### src/rtl/tm1638_pkg.sv
// rtl/tm1638_pkg.sv - shared TM1638 command constants and responder state encoding
//
// Purpose: command-class codes, data-command bit positions, the canonical
// command bytes and the responder state type, shared between the responder,
// the controller-side top and the benches.
// Ports: none (package).
package tm1638_pkg;

  // Command class lives in bits [7:6] of the first byte of every frame.
  localparam logic [1:0] CMD_DATA = 2'b01;
  localparam logic [1:0] CMD_DISP = 2'b10;
  localparam logic [1:0] CMD_ADDR = 2'b11;

  // Data-command and display-control bit positions.
  localparam int DATA_READ_BIT  = 1;
  localparam int DATA_FIXED_BIT = 2;
  localparam int DISP_ON_BIT    = 3;

  // Canonical command bytes.
  localparam logic [7:0] CMD_BYTE_WRITE_AUTO  = 8'h40;
  localparam logic [7:0] CMD_BYTE_READ_KEYS   = 8'h42;
  localparam logic [7:0] CMD_BYTE_WRITE_FIXED = 8'h44;
  localparam logic [7:0] CMD_BYTE_DISP_MAX    = 8'h8F;
  localparam logic [7:0] CMD_BYTE_ADDR_0      = 8'hC0;

  typedef enum logic [2:0] {
    S_WAIT_IDLE = 3'd0,
    S_IDLE      = 3'd1,
    S_CMD       = 3'd2,
    S_WRITE     = 3'd3,
    S_READ      = 3'd4,
    S_IGNORE    = 3'd5
  } resp_state_t;

endpackage

### src/rtl/spi_pin_sync.sv
// rtl/spi_pin_sync.sv - pin synchronizer with rise/fall pulse generation
//
// Purpose: brings one asynchronous pin into the clk domain and flags edges
// of the synchronized level.
// Ports:
//   clk   - system clock
//   pin   - asynchronous input pin
//   level - synchronized pin level
//   rise  - one-clk pulse on a synchronized 0->1 transition
//   fall  - one-clk pulse on a synchronized 1->0 transition
module spi_pin_sync #(
  parameter int STAGES = 2
) (
  input  logic clk,
  input  logic pin,
  output logic level,
  output logic rise,
  output logic fall
);

  logic [STAGES-1:0] chain;
  logic              prev;

  // Deliberately not reset: the chain keeps tracking the pin while the
  // consumer is held in reset, so the level is already true on release and
  // a frame in progress at that moment is seen as such.
  always_ff @(posedge clk) begin
    chain <= {chain[STAGES-2:0], pin};
    prev  <= chain[STAGES-1];
  end

  assign level = chain[STAGES-1];
  assign rise  = level & ~prev;
  assign fall  = ~level & prev;

endmodule

### src/rtl/tm1638_responder.sv
// rtl/tm1638_responder.sv - behavioural TM1638 responder on a 3-wire LSB-first link
//
// Purpose: receives data/address/display-control commands into a display
// memory and answers key-scan reads from a snapshot of the host key image.
// Ports:
//   clk, reset_n         - system clock, synchronous active-low reset
//   sck, cs, dio_i       - serial clock (idles high), chip select (active low), data in
//   dio_o, dio_e         - serial data out and its pin output enable
//   key_data             - key image, byte 0 in [7:0] is sent first
//   display_mem          - display memory, byte i in [8*i +: 8]
//   display_on, brightness - display-control state
//   wr_strobe, wr_addr   - per-byte write pulse and address of the last write
//   frame_error          - pulse when cs rises mid-byte
//   frame_active         - synchronized cs low
module tm1638_responder
  import tm1638_pkg::*;
#(
  parameter int NUM_MEM_BYTES = 16,
  parameter int KEY_BYTES     = 4,
  parameter int SYNC_STAGES   = 2
) (
  input  logic                       clk,
  input  logic                       reset_n,
  input  logic                       sck,
  input  logic                       cs,
  input  logic                       dio_i,
  output logic                       dio_o,
  output logic                       dio_e,
  input  logic [8*KEY_BYTES-1:0]     key_data,
  output logic [8*NUM_MEM_BYTES-1:0] display_mem,
  output logic                       display_on,
  output logic [2:0]                 brightness,
  output logic                       wr_strobe,
  output logic [3:0]                 wr_addr,
  output logic                       frame_error,
  output logic                       frame_active
);

  localparam int KEY_BITS = 8 * KEY_BYTES;
  localparam int OW       = $clog2(KEY_BITS + 1);

  logic sck_level_unused, sck_rise, sck_fall;
  logic cs_level, cs_rise, cs_fall;
  logic dio_s, dio_rise_unused, dio_fall_unused;

  spi_pin_sync #(.STAGES(SYNC_STAGES)) u_sck_sync (
    .clk(clk), .pin(sck), .level(sck_level_unused), .rise(sck_rise), .fall(sck_fall)
  );
  spi_pin_sync #(.STAGES(SYNC_STAGES)) u_cs_sync (
    .clk(clk), .pin(cs), .level(cs_level), .rise(cs_rise), .fall(cs_fall)
  );
  spi_pin_sync #(.STAGES(SYNC_STAGES)) u_dio_sync (
    .clk(clk), .pin(dio_i), .level(dio_s), .rise(dio_rise_unused), .fall(dio_fall_unused)
  );

  resp_state_t           state;
  logic [2:0]            bit_cnt, bit_cnt_adv, bit_cnt_nxt;
  logic [7:0]            shift, rx_byte;
  logic                  byte_done, in_frame;
  logic [3:0]            addr;
  logic                  mode_fixed;
  logic [KEY_BITS-1:0]   key_shift;
  logic [OW-1:0]         out_cnt;

  assign in_frame = (state == S_CMD) || (state == S_WRITE) ||
                    (state == S_READ) || (state == S_IGNORE);

  // Byte assembly: LSB arrives first, so new bits enter at the top and
  // the byte is complete on the 8th rise.
  always_comb begin
    rx_byte     = {dio_s, shift[7:1]};
    byte_done   = 1'b0;
    bit_cnt_adv = bit_cnt;
    if (sck_rise && in_frame) begin
      if (bit_cnt == 3'd7) begin
        byte_done   = 1'b1;
        bit_cnt_adv = 3'd0;
      end else begin
        bit_cnt_adv = bit_cnt + 3'd1;
      end
    end
    // Any cs edge restarts the byte; bit_cnt_adv still tells whether the
    // frame ended on a byte boundary, with a coincident 8th rise counted.
    bit_cnt_nxt = (cs_fall || cs_rise) ? 3'd0 : bit_cnt_adv;
  end

  always_ff @(posedge clk) begin
    if (!reset_n) begin
      state        <= S_WAIT_IDLE;
      bit_cnt      <= 3'd0;
      shift        <= 8'd0;
      addr         <= 4'd0;
      mode_fixed   <= 1'b0;
      key_shift    <= '0;
      out_cnt      <= '0;
      display_mem  <= '0;
      display_on   <= 1'b0;
      brightness   <= 3'd0;
      wr_strobe    <= 1'b0;
      wr_addr      <= 4'd0;
      frame_error  <= 1'b0;
      frame_active <= 1'b0;
      dio_e        <= 1'b0;
      dio_o        <= 1'b1;
    end else begin
      wr_strobe    <= 1'b0;
      frame_error  <= 1'b0;
      frame_active <= ~cs_level;
      bit_cnt      <= bit_cnt_nxt;
      if (sck_rise && in_frame) shift <= rx_byte;

      case (state)
        S_WAIT_IDLE: if (cs_level) state <= S_IDLE;
        S_IDLE:      if (cs_fall) state <= S_CMD;
        S_CMD: begin
          if (byte_done) begin
            case (rx_byte[7:6])
              CMD_DATA: begin
                mode_fixed <= rx_byte[DATA_FIXED_BIT];
                if (rx_byte[DATA_READ_BIT]) begin
                  // Snapshot so a host update mid-read cannot tear the reply.
                  key_shift <= key_data;
                  out_cnt   <= '0;
                  state     <= S_READ;
                end else begin
                  state <= S_IGNORE;
                end
              end
              CMD_DISP: begin
                display_on <= rx_byte[DISP_ON_BIT];
                brightness <= rx_byte[2:0];
                state      <= S_IGNORE;
              end
              CMD_ADDR: begin
                addr  <= 4'(32'(rx_byte[3:0]) % NUM_MEM_BYTES);
                state <= S_WRITE;
              end
              default: state <= S_IGNORE;
            endcase
          end
        end
        S_WRITE: begin
          if (byte_done) begin
            for (int i = 0; i < NUM_MEM_BYTES; i++) begin
              if (addr == 4'(i)) display_mem[8*i +: 8] <= rx_byte;
            end
            wr_strobe <= 1'b1;
            wr_addr   <= addr;
            if (!mode_fixed) addr <= 4'((32'(addr) + 32'd1) % NUM_MEM_BYTES);
          end
        end
        S_READ: begin
          if (sck_fall) begin
            if (out_cnt != OW'(KEY_BITS)) begin
              dio_e     <= 1'b1;
              dio_o     <= key_shift[0];
              key_shift <= key_shift >> 1;
              out_cnt   <= out_cnt + 1'b1;
            end else begin
              dio_e <= 1'b0;
              dio_o <= 1'b1;
              state <= S_IGNORE;
            end
          end
        end
        S_IGNORE: ;
        default: state <= S_WAIT_IDLE;
      endcase

      // Frame end overrides whatever the byte handling above chose.
      if (cs_rise && in_frame) begin
        state       <= S_IDLE;
        dio_e       <= 1'b0;
        dio_o       <= 1'b1;
        frame_error <= (bit_cnt_adv != 3'd0);
      end
    end
  end

endmodule
### config.mk
export PLATFORM = sky130hd
export DESIGN_NAME = tm1638_responder
export DESIGN_NICKNAME = d
export VERILOG_FILES = /design/src/rtl/tm1638_pkg.sv /design/src/rtl/spi_pin_sync.sv /design/src/rtl/tm1638_responder.sv
export SDC_FILE = /design/constraint.sdc
export NUM_CORES = 1
export LEC_CHECK = 0
export CORE_MARGIN = 1
export CORE_UTILIZATION = 54
export CTS_BUF_LIST = sky130_fd_sc_hd__clkbuf_16
export DETAILED_ROUTE_END_ITERATION = 7
export PLACE_DENSITY = 0.82
export SLEW_MARGIN = 15
export SYNTH_ARGS = -nofsm -noshare
export SYNTH_HDL_FRONTEND = slang
export SYNTH_SLANG_ARGS = --single-unit
### constraint.sdc
create_clock -name clk -period 3.2 [get_ports clk]
set_input_delay 0.48 -clock clk [delete_from_list [all_inputs] [get_ports clk]]
set_output_delay 0.48 -clock clk [all_outputs]
set_load 0.05 [all_outputs]
# ---- Word level (Yosys, flattened, before mapping)
# Index checks and enable logic that the tools add are counted.
dict set report op_classes {
  addsub 3
  n_eq_ne 42
  muxes 33
  bitwise_logic 10
  n_reduce_logical 40
}
# op count
set ops {}
lappend ops {{32-bit two-way mux} 5}
lappend ops {{32-bit one-hot mux with 2 select lines} 1}
lappend ops {{3-bit AND reduction} 18}
lappend ops {{4-bit equality test, second input constant} 8}
lappend ops {{6-bit two-way mux} 5}
lappend ops {{3-bit two-way mux} 7}
lappend ops {{6-bit AND reduction} 3}
lappend ops {{4-bit by 3-bit equality test with 1-bit output, second input constant} 4}
lappend ops {{4-bit two-way mux} 4}
lappend ops {{3-bit one-hot mux with 5 select lines} 1}
lappend ops {{2-bit inequality test, second input constant} 7}
lappend ops {{3-bit by 2-bit inequality test with 1-bit output, second input constant} 4}
lappend ops {{6-bit one-hot mux with 2 select lines} 1}
lappend ops {{2-bit by 1-bit inequality test with 1-bit output, second input constant} 5}
lappend ops {{3-bit equality test, second input constant} 3}
lappend ops {{4-bit by 2-bit equality test with 1-bit output, second input constant} 2}
lappend ops {{4-bit one-hot mux with 2 select lines} 1}
lappend ops {{2-bit AND reduction} 4}
lappend ops {{1-bit two-way mux} 7}
lappend ops {{6-bit by 1-bit adder with 6-bit output, second input constant} 1}
lappend ops {{3-bit by 2-bit equality test with 1-bit output, second input constant} 2}
lappend ops {{6-bit inequality test, second input constant} 1}
lappend ops {{1-bit NOT} 6}
lappend ops {{3-bit one-hot mux with 2 select lines} 1}
lappend ops {{other kinds (16)} 27}
dict set report totals {
  regBits 206
  inputBits 37
  out_inout_bits 141
}

# ---- Longest topological paths before layout
# Gate-level depths: netlist of the first run.
dict set report depth {
  depth_word 9
  depth_mapped 8
}

# ---- Cells and area by module
# A second synthesis of the first run with hierarchy kept.
dict set report hier_totals {
  hier_cells 832
  area_unflattened_um2 8531.9
}
# mod instances cells_per_inst area_per_inst_um2 seq_area_each_um2
set by_module_without_submodules {}
lappend by_module_without_submodules {tm1638_responder 1 817 8306.7 3943.8}
lappend by_module_without_submodules {spi_pin_sync 3 5 75.1 60.1}

# ---- Worst setup path before layout of the first run
# OpenSTA, ideal clock, no wires.
dict set report synth_timing {
  path_kind {reg2reg}
  start {register out_cnt[0]}
  end {register out_cnt[4]}
  setup_ps 121
  arrival_time_ps 1833
  slack_ps 1246
  stages_incl_launch_ff 8
  n_path_buf 1
  cell_sequence {dfxtp_1 > inv_1 > ha_1 > and4_1 > clkbuf_1 > o32a_4 > nor4b_1 > mux2_2}
}
dict set report synth_between {
  elab_chain_cells 4
}
# item line_no
set synth_rtl {}
lappend synth_rtl {{start: declaration} tm1638_responder.sv:63} ;# logic [OW-1:0] out_cnt;
lappend synth_rtl {{start signal: assignment} tm1638_responder.sv:158} ;# out_cnt <= out_cnt + 1'b1;
lappend synth_rtl {{6-bit by 1-bit adder with 6-bit output} tm1638_responder.sv:158}
lappend synth_rtl {{6-bit two-way mux} tm1638_responder.sv:154} ;# if (out_cnt != OW'(KEY_BITS)) begin
lappend synth_rtl {{6-bit two-way mux} tm1638_responder.sv:153} ;# if (sck_fall) begin
lappend synth_rtl {{6-bit one-hot mux with 2 select lines} tm1638_responder.sv:112} ;# case (state)
# Parallel ways exist; a longest one is shown, timed or not. The select of a mux whose other input is x is not followed.
# A chain may end at the register's enable or synchronous reset.

# ---- Final worst setup path of the first run
dict set report layout_timing {
  start {register state[2]}
  end {register key_shift[18]}
}
dict set report layout_between {
  elab_chain_cells 8
}
# item line_no
set layout_rtl {}
lappend layout_rtl {{start: declaration} tm1638_responder.sv:56} ;# resp_state_t state;
lappend layout_rtl {{start signal: assignment} tm1638_responder.sv:89} ;# state <= S_WAIT_IDLE;
lappend layout_rtl {{start signal: assignment} tm1638_responder.sv:113} ;# S_WAIT_IDLE: if (cs_level) state <= S_IDLE;
lappend layout_rtl {{start signal: assignment} tm1638_responder.sv:114} ;# S_IDLE: if (cs_fall) state <= S_CMD;
lappend layout_rtl {{3-bit by 2-bit equality test with 1-bit output, on equally long branches} {tm1638_responder.sv:65, tm1638_responder.sv:112}}
lappend layout_rtl {{1-bit logical OR (2 in series)} tm1638_responder.sv:65} ;# assign in_frame = (state == S_CMD) || (state == S_WRITE) ||
lappend layout_rtl {{1-bit logical OR} tm1638_responder.sv:66} ;# (state == S_READ) || (state == S_IGNORE);
lappend layout_rtl {{1-bit logical AND} tm1638_responder.sv:74} ;# if (sck_rise && in_frame) begin
lappend layout_rtl {{1-bit two-way mux} tm1638_responder.sv:74}
lappend layout_rtl {{2-bit inequality test (no source line)} n/a}
lappend layout_rtl {{6-bit AND reduction (no source line)} n/a}
lappend layout_rtl {{end signal: assignment} tm1638_responder.sv:122} ;# key_shift <= key_data;
lappend layout_rtl {{end signal: assignment} tm1638_responder.sv:157} ;# key_shift <= key_shift >> 1;
lappend layout_rtl {{end: declaration} tm1638_responder.sv:62} ;# logic [KEY_BITS-1:0] key_shift;
# Parallel ways exist; a longest one is shown, timed or not.

==> metrics.cfg, run 1 <==
[die]
die_area_um2 = 15600
ios = 178
initial_utilization = 0.557
coreArea_um2 = 14600
die_x_um = 125
die_y_um = 125
placementRows = 44

[logic_synthesis]
syn-num-nets = 880
ys_types = 46
syn_inst = 833
netlist_area_um2 = 8160
synth_ff_type = dfxtp_1
synth_edf_count = 0
synthTopCellsByArea = dfxtp_1 50%, mux2i_1 18%, nor2_1 7.4%
ys_warn_count = 0
ys_seq_elements = 205
synth_top_area_share = 0.503
synth_area_leader_cell = dfxtp_1
yosysSeqAreaShare = 0.503
async_flop_share = 0
syn_avg_cell_area_um2 = 9.80

[clock_tree]
numCtsBuffers = 21
cts_hold_buf = 0
cts_sinks = 205
postCtsResizedCells = 0
cts_buffer_depth = 3
cts_setup_buffers = 0
clock_latency_ns = 0.49
cts_max_level = 1
cts_tree = built
clk_pin_slew_worst_paths_ns = 0.06
cts-root-buf = clkbuf_16

[critical_path]
crit_arrival_ns = 2.79
crit_type = reg2reg
worst_setup_path_start_kind = flop
end_kind = flop
path_max_fanout = 31
required_ns = 3.52

[power_and_ir_drop]
total_power_mw = 5.00
power.internal_mw = 3.96
combPwrFrac = 0.027
clkPwrFrac = 0.460
netSwitchingFraction = 0.209
p_per_area_nw_per_um2 = 470
switchingPower_mw = 1.04
peakVddDrop_uv = 366
p_seq_frac = 0.513
leakage_nw = 4.72

[drt]
drt_iter0_drc = 383
viasPerCell = 5.53
remaining_drc_errors = 28
postRouteAntennaNets = 0
vias = 6509
drt_first_pass_iters = 8
wl_per_cell_um = 17.4
wl_um = 20500

[global_routing]
grt_max_degree = 115
track_usage = 0.260
grt_pass1_vias = 6322
overflow = 0
grt_pass1_wl_um = 33000
antenna_found_initial = 0

[timing]
setup_viol = 0
fmax_mhz = 405
hold_viol_final = 0
finalCriticalPeriod_ns = 2.47
setup_slack_ns = 0.728
rsz0062_at_grt = no
clock_skew_ns = 0.0105
period_share = 0.772
fin_setup_tns_ns = 0
slew_headroom = 0.307
maxSlewViolCount = 0
worst_pin_slew_ns = 1.04

[worst_hold_path]
hp-class = reg2reg

[final_layout]
area_growth_pct = 30.4
drive_gt1_frac = 0.0654
fill_cells = 1067
n_antenna_cell = 0
final_common_cell = dfxtp_1
layout_common_cells = 205 x dfxtp_1, 177 x clkdlybuf4s50_1, 158 x nor2_1
finalNetCount = 1028
design_area_um2 = 10600
fin_util = 0.727

[placed_design]
io_buffers = 177
placed_area_um2 = 10000
gpl.final_weighted_congestion = 0.808
hpwlAfterDp_um = 12600
place_ws_ns = 0.400

[status]
failed_checks = DRC
status = complete, but fails checks

[job]
maxCapViolCount = 0

[power groups by stage]
stage	Clock, mW	Sequential, mW	Combinational [mW]
2_1_floorplan	0	2.62	0.0701
3_3_place_gp	0	2.62	0.136
3_5_place_dp	0	2.62	0.135
4_1_cts	2.34	2.57	0.137
5_1_grt	2.46	2.57	0.149
6_report	2.30	2.57	0.137
[per-stage QoR]
step,std cells,hold slack [ns]
2_1_floorplan,833,0.310
5_1_grt,1178,0.340
3_3_place_gp,1142,0.313
6_report,1178,0.328
4_1_cts,1178,0.335
3_5_place_dp,1142,0.314
[area by class of cell]
type                       count  area, µm²  share of cell area
clock buffer                  21        526              0.0494
clock inverter                15        111              0.0105
inverter                      12       50.0             0.00470
multi-input combinational    553       3750               0.353
sequential                   205       4100               0.386
tap                          184        230              0.0216
timing repair buffer         188       1870               0.175
[routing by layer]
layer  wire (µm)  GRT usage  vias to the layer above
met5           0          0                        -
met4         268     0.0574                        0
met3        2020     0.0967                       20
met2        9410      0.426                      205
met1        8780      0.326                     3101
li1            -          -                     3183
[synth_stat cells (all sizes together) (5+ instances only)]
| cell type | instances |
|---|---|
| nand3 | 22 |
| o21ai | 8 |
| dfxtp | 205 |
| mux2i | 149 |
| ha | 10 |
| nor2 | 160 |
| buf | 17 |
| nand2 | 74 |
| inv | 12 |
| nor2b | 5 |
| a311oi | 33 |
| clkbuf | 46 |
| nand2b | 5 |
| a21oi | 46 |
[worst paths after layout]
check                            from                   to  slack, ns  cells past startpoint
setup / recovery             state[2]        key_shift[18]       0.73                      5
hold / removal    u_dio_sync.chain[0]  u_dio_sync.chain[1]       0.33                      0
setup reg to reg             state[2]        key_shift[18]       0.73                      5
hold reg to reg   u_dio_sync.chain[0]  u_dio_sync.chain[1]       0.33                      0
[state kept, by name, indices dropped and copies added (netlist names), 3 cells and up]
register	flops
bit_cnt	3
wr_addr	4
addr	4
display_mem	128
shift	7
brightness	3
out_cnt	6
key_shift	32
state	3
[worst max-delay path, stage by stage, from the launching register on]
cell and delay (ns):
dfxtp_1 0.52, nand2b_1 0.43, o22ai_1 0.19, o21a_1 0.34
nor2_4 0.60, a311oi_1 0.21
[cell families after synthesis]
family / Yosys count / synth area share
DFF: 205 / 0.503
AOI/OAI and AO/OA: 104 / 0.0905
buffers and inverters: 75 / 0.0389
and+or+nand+nor: 289 / 0.168
adders and majority gates: 10 / 0.0153
muxes: 150 / 0.184
Power figures use the tool's default switching activity.
==> inputs of run 2 (changes only) <==
--- a/config.mk
+++ b/config.mk
@@ -6,10 +6,10 @@
 export NUM_CORES = 1
 export LEC_CHECK = 0
 export CORE_MARGIN = 1
-export CORE_UTILIZATION = 54
+export CORE_UTILIZATION = 51
 export CTS_BUF_LIST = sky130_fd_sc_hd__clkbuf_16
 export DETAILED_ROUTE_END_ITERATION = 7
-export PLACE_DENSITY = 0.82
+export PLACE_DENSITY = 0.78
 export SLEW_MARGIN = 15
 export SYNTH_ARGS = -nofsm -noshare
 export SYNTH_HDL_FRONTEND = slang
==> constraint.sdc (replaced) <==
create_clock -name clk -period 2.5 [get_ports clk]
set_input_delay 0.375 -clock clk [delete_from_list [all_inputs] [get_ports clk]]
set_output_delay 0.375 -clock clk [all_outputs]
set_load 0.05 [all_outputs]
==> run 2 against run 1 <==
The run now ends clean. Clock power is 19% higher. Core utilization fell by 3.2 points. Worst setup slack worse by 0.39 ns. Non-clock buffer count up 7. Total power grew 24%. Combinational power up 36%. Sequential power is 28% higher. Largest cell class unchanged. Largest power group unchanged. Flip-flop and latch count unchanged. Highest routed layer unchanged. Die area up 5.8%. Maximum frequency rose by 14%.
==> metrics.cfg, run 2 (synthesis results as in run 1) <==
[timing]
fin_setup_tns_ns = 0
slew_headroom = 0.350
setup_slack_ns = 0.337
period_share = 0.865
rsz0062_at_grt = no
maxSlewViolCount = 0
fmax_mhz = 462
setup_viol = 0
hold_viol_final = 0
worst_pin_slew_ns = 0.973
finalCriticalPeriod_ns = 2.16
clock_skew_ns = 0.0106

[power_and_ir_drop]
p_per_area_nw_per_um2 = 578
clkPwrFrac = 0.440
peakVddDrop_uv = 472
switchingPower_mw = 1.33
combPwrFrac = 0.030
leakage_nw = 4.74
netSwitchingFraction = 0.214
power.internal_mw = 4.87
p_seq_frac = 0.530

[drt]
wl_um = 20300
vias = 6506
remaining_drc_errors = 0
drt_iter0_drc = 393
wl_per_cell_um = 16.8
drt_first_pass_iters = 4
postRouteAntennaNets = 0
viasPerCell = 5.37

[worst_hold_path]
holdPathStages = 0
hp-start = u_sck_sync.chain[0]
hp-class = reg2reg
hold_end = u_sck_sync.chain[1]

[placed_design]
io_buffers = 177
gpl.final_weighted_congestion = 0.814
hpwlAfterDp_um = 13000
place_ws_ns = 0.395

[critical_path]
required_ns = 2.86
r2r_slack_ns = 0.34
worst_setup_path_start_kind = flop
crit_arrival_ns = 2.52
end_kind = flop
reg2reg_from = bit_cnt[0]
r2r-end = display_mem[57]
path_max_fanout = 20
reg2reg_depth = 8
crit_type = reg2reg

[clock_tree]
cts_max_level = 1
cts_sinks = 205
numCtsBuffers = 21
cts_setup_buffers = 0
cts_buffer_depth = 3
cts-root-buf = clkbuf_16
cts_hold_buf = 0
postCtsResizedCells = 0
clock_latency_ns = 0.49
cts_tree = built
clk_pin_slew_worst_paths_ns = 0.06

[final_layout]
largest_registers = display_mem x128, key_shift x32, shift x7
top_register = display_mem
largest_reg_flops = 128
final_common_cell = dfxtp_1
layout_common_cells = 205 x dfxtp_1, 177 x clkdlybuf4s50_1, 158 x nor2_1
finalNetCount = 1035
n_antenna_cell = 0
drive_gt1_frac = 0.0719
area_growth_pct = 31.4

[die]
placementRows = 45
coreArea_um2 = 15400
ios = 178
initial_utilization = 0.529
die_area_um2 = 16500
die_x_um = 128
die_y_um = 128

[global_routing]
track_usage = 0.246
grt_max_degree = 79
grt_pass1_wl_um = 32500
grt_pass1_vias = 6177
antenna_found_initial = 0
overflow = 0

[job]
maxCapViolCount = 0

[status]
status = finished, final reports clean

run 2: worst max-delay path by stage:
stage | start | to | slack [ns] | cells after the start
6_report | bit_cnt[0] | display_mem[57] | 0.34 | 8
5_1_grt | bit_cnt[0] | display_mem[63] | 0.21 | 8
4_1_cts | bit_cnt[0] | display_mem[57] | 0.35 | 8
3_5_place_dp | bit_cnt[0] | display_mem[3] | 0.39 | 8
3_3_place_gp | bit_cnt[0] | display_mem[5] | 0.46 | 8
2_1_floorplan | out_cnt[0] | out_cnt[4] | 0.55 | 7
run 2: final cells by class:
| type | count | area (µm²) |
|---|---|---|
| multi-input combinational | 553 | 3750 |
| fill | 1195 | 4700 |
| tap | 211 | 264 |
| inverter | 12 | 50.0 |
| clock buffer | 21 | 526 |
| timing repair buffer | 195 | 1970 |
| clock inverter | 15 | 61.3 |
| sequential | 205 | 4100 |
run 2: worst max-delay path, cell delays in order, from the launching register on:
cell      delay, ns
dfxtp_1        0.38
ha_1           0.18
ha_1           0.18
nand3b_1       0.17
nor3_2         0.23
buf_12         0.24
nand3_2        0.30
mux2i_1        0.28
nor2_1         0.06
run 2: per-stage QoR:
step                      instance area, µm²  cells  power, mW  hold slack, ns   util
after floorplan                         8160    833       3.45           0.310      -
after global placement                 10100   1176       3.54           0.312  0.657
after detailed placement               10100   1176       3.54           0.312  0.657
after CTS                              10700   1212       6.25           0.314  0.695
after global routing                   10700   1212       6.42           0.326  0.695
final                                  10700   1212       6.19           0.321  0.695
run 2: per-layer routing:
metal	vias to the layer above	global-route usage	wire, µm
li1	3188	-	-
met1	3088	0.322	9110
met2	202	0.390	8940
met3	28	0.0869	1930
met4	0	0.0567	334
met5	-	0	0
run 2: power by group through the flow:
stage | Clock, mW | Combinational (mW) | Sequential, mW
floorplan | 0 | 0.0897 | 3.36
global placement | 0 | 0.187 | 3.35
detailed placement | 0 | 0.185 | 3.35
CTS | 2.78 | 0.187 | 3.28
global route | 2.93 | 0.204 | 3.28
finish | 2.73 | 0.187 | 3.28
==> inputs of run 3 (changes only) <==
--- a/config.mk
+++ b/config.mk
@@ -5,11 +5,10 @@
 export SDC_FILE = /design/constraint.sdc
 export NUM_CORES = 1
 export LEC_CHECK = 0
-export CORE_MARGIN = 1
 export CORE_UTILIZATION = 51
 export CTS_BUF_LIST = sky130_fd_sc_hd__clkbuf_16
 export DETAILED_ROUTE_END_ITERATION = 7
-export PLACE_DENSITY = 0.78
+export PLACE_DENSITY = 0.79
 export SLEW_MARGIN = 15
 export SYNTH_ARGS = -nofsm -noshare
 export SYNTH_HDL_FRONTEND = slang
==> run 3 against run 2 <==
Maximum frequency is 0.63% lower. Worst hold slack got worse by 0.0046 ns. Cell count is 0.41% higher. Sequential power barely moved. Register-to-register slack hardly changed. Total power up 8.3%. Clock skew down 0.0033 ns. First-iteration DRC count is 8.1% higher. Critical path type unchanged. Highest routed layer unchanged.
==> metrics.cfg, run 3 (synthesis results as in run 1) <==
[status]
status = finished, final reports clean

[final_layout]
final_common_cell = dfxtp_1
top_register = display_mem
layout_common_cells = 205 x dfxtp_1, 177 x clkdlybuf4s50_1, 158 x nor2_1
n_antenna_cell = 0
largest_registers = display_mem x128, key_shift x32, shift x7
fin_util = 0.703
largest_reg_flops = 128
drive_gt1_frac = 0.0775
area_growth_pct = 32.9
finalNetCount = 1038

[critical_path]
crit_chain = nand2b_1, buf_4, nor3_2, buf_12, nand3_2, mux2i_1, nor2_1
cpPeakStageDelay_ns = 0.41
crit_arrival_ns = 2.55
slowest_stage = dfxtp_1
required_ns = 2.87
crit_type = reg2reg
path_max_fanout = 20
worst_setup_path_start_kind = flop
end_kind = flop

[timing]
period_share = 0.871
setup_viol = 0
maxSlewViolCount = 0
finalCriticalPeriod_ns = 2.18
fmax_mhz = 459
fin_setup_tns_ns = 0
hold_viol_final = 0
slew_headroom = 0.381
worst_pin_slew_ns = 0.927
rsz0062_at_grt = no
clock_skew_ns = 0.00734

[drt]
postRouteAntennaNets = 0
remaining_drc_errors = 0
wl_per_cell_um = 17.0
viasPerCell = 5.37
vias = 6532
drt_first_pass_iters = 4
wl_um = 20700
drt_iter0_drc = 425

[clock_tree]
cts_buffer_depth = 3
cts_tree = built
cts_sinks = 205
postCtsResizedCells = 0
cts_hold_buf = 0
cts_max_level = 1
cts-root-buf = clkbuf_16
cts_setup_buffers = 0
numCtsBuffers = 22
clock_latency_ns = 0.50
clk_pin_slew_worst_paths_ns = 0.06

[power_and_ir_drop]
switchingPower_mw = 1.39
peakVddDrop_uv = 474
combPwrFrac = 0.028
power.internal_mw = 5.32
netSwitchingFraction = 0.207
p_per_area_nw_per_um2 = 619
p_seq_frac = 0.489
clkPwrFrac = 0.483
leakage_nw = 4.80

[global_routing]
track_usage = 0.252
grt_pass1_wl_um = 33300
overflow = 0
grt_pass1_vias = 6388
antenna_found_initial = 0
grt_max_degree = 108

[die]
ios = 178
coreArea_um2 = 15400
die_y_um = 128
die_x_um = 128
initial_utilization = 0.529
placementRows = 45
die_area_um2 = 16500

[placed_design]
io_buffers = 177
hpwlAfterDp_um = 13100
gpl.final_weighted_congestion = 0.770

[job]
maxCapViolCount = 0

[worst_hold_path]
hp-class = in2reg

==> run 3: cell type report <==
class,instances,area (µm²)
timing repair buffer,197,1960
multi-input combinational,553,3750
fill,1191,4580
inverter,12,50.0
sequential,205,4100
tap,211,264
clock buffer,23,576
clock inverter,16,146
==> run 3: critical path: cells and delay by family (launching register included) <==
family        cells  cell delay, ns
buf+inv           2            0.46
flops             1            0.41
mux               1            0.28
simple gates      4            0.91
==> run 3: routing by layer <==
metal / wire [µm] / vias to the layer above / GRT usage
met5: 0 / - / 0
met4: 327 / 0 / 0.0657
met3: 2030 / 28 / 0.0861
met2: 9330 / 208 / 0.402
met1: 8980 / 3109 / 0.326
li1: - / 3187 / -
==> run 3: worst paths after layout <==
| path | start | to | slack (ns) | cells past startpoint |
|---|---|---|---|---|
| setup / recovery | state[2] | display_mem[6] | 0.32 | 7 |
| hold / removal | sck | u_sck_sync.chain[0] | 0.32 | 1 |
| setup reg to reg | state[2] | display_mem[6] | 0.32 | 7 |
| hold reg to reg | u_cs_sync.chain[0] | u_cs_sync.chain[1] | 0.32 | 0 |
==> run 3: power groups by stage <==
stage / clock network, mW / logic (mW) / registers, mW
2_1_floorplan: 0 / 0.0897 / 3.36
3_3_place_gp: 0 / 0.185 / 3.36
3_5_place_dp: 0 / 0.184 / 3.36
4_1_cts: 3.29 / 0.185 / 3.28
5_1_grt: 3.42 / 0.201 / 3.28
6_report: 3.24 / 0.185 / 3.28
==> run 3: through the flow <==
stage / total power, mW / area (µm²) / setup slack [ns] / std cells / hold WS [ns]
6_report: 6.71 / 10800 / 0.324 / 1217 / 0.316
5_1_grt: 6.90 / 10800 / 0.168 / 1217 / 0.318
4_1_cts: 6.76 / 10800 / 0.328 / 1217 / 0.305
3_5_place_dp: 3.54 / 10100 / 0.345 / 1178 / 0.314
3_3_place_gp: 3.54 / 10100 / 0.408 / 1178 / 0.312
2_1_floorplan: 3.45 / 8160 / 0.546 / 833 / 0.310
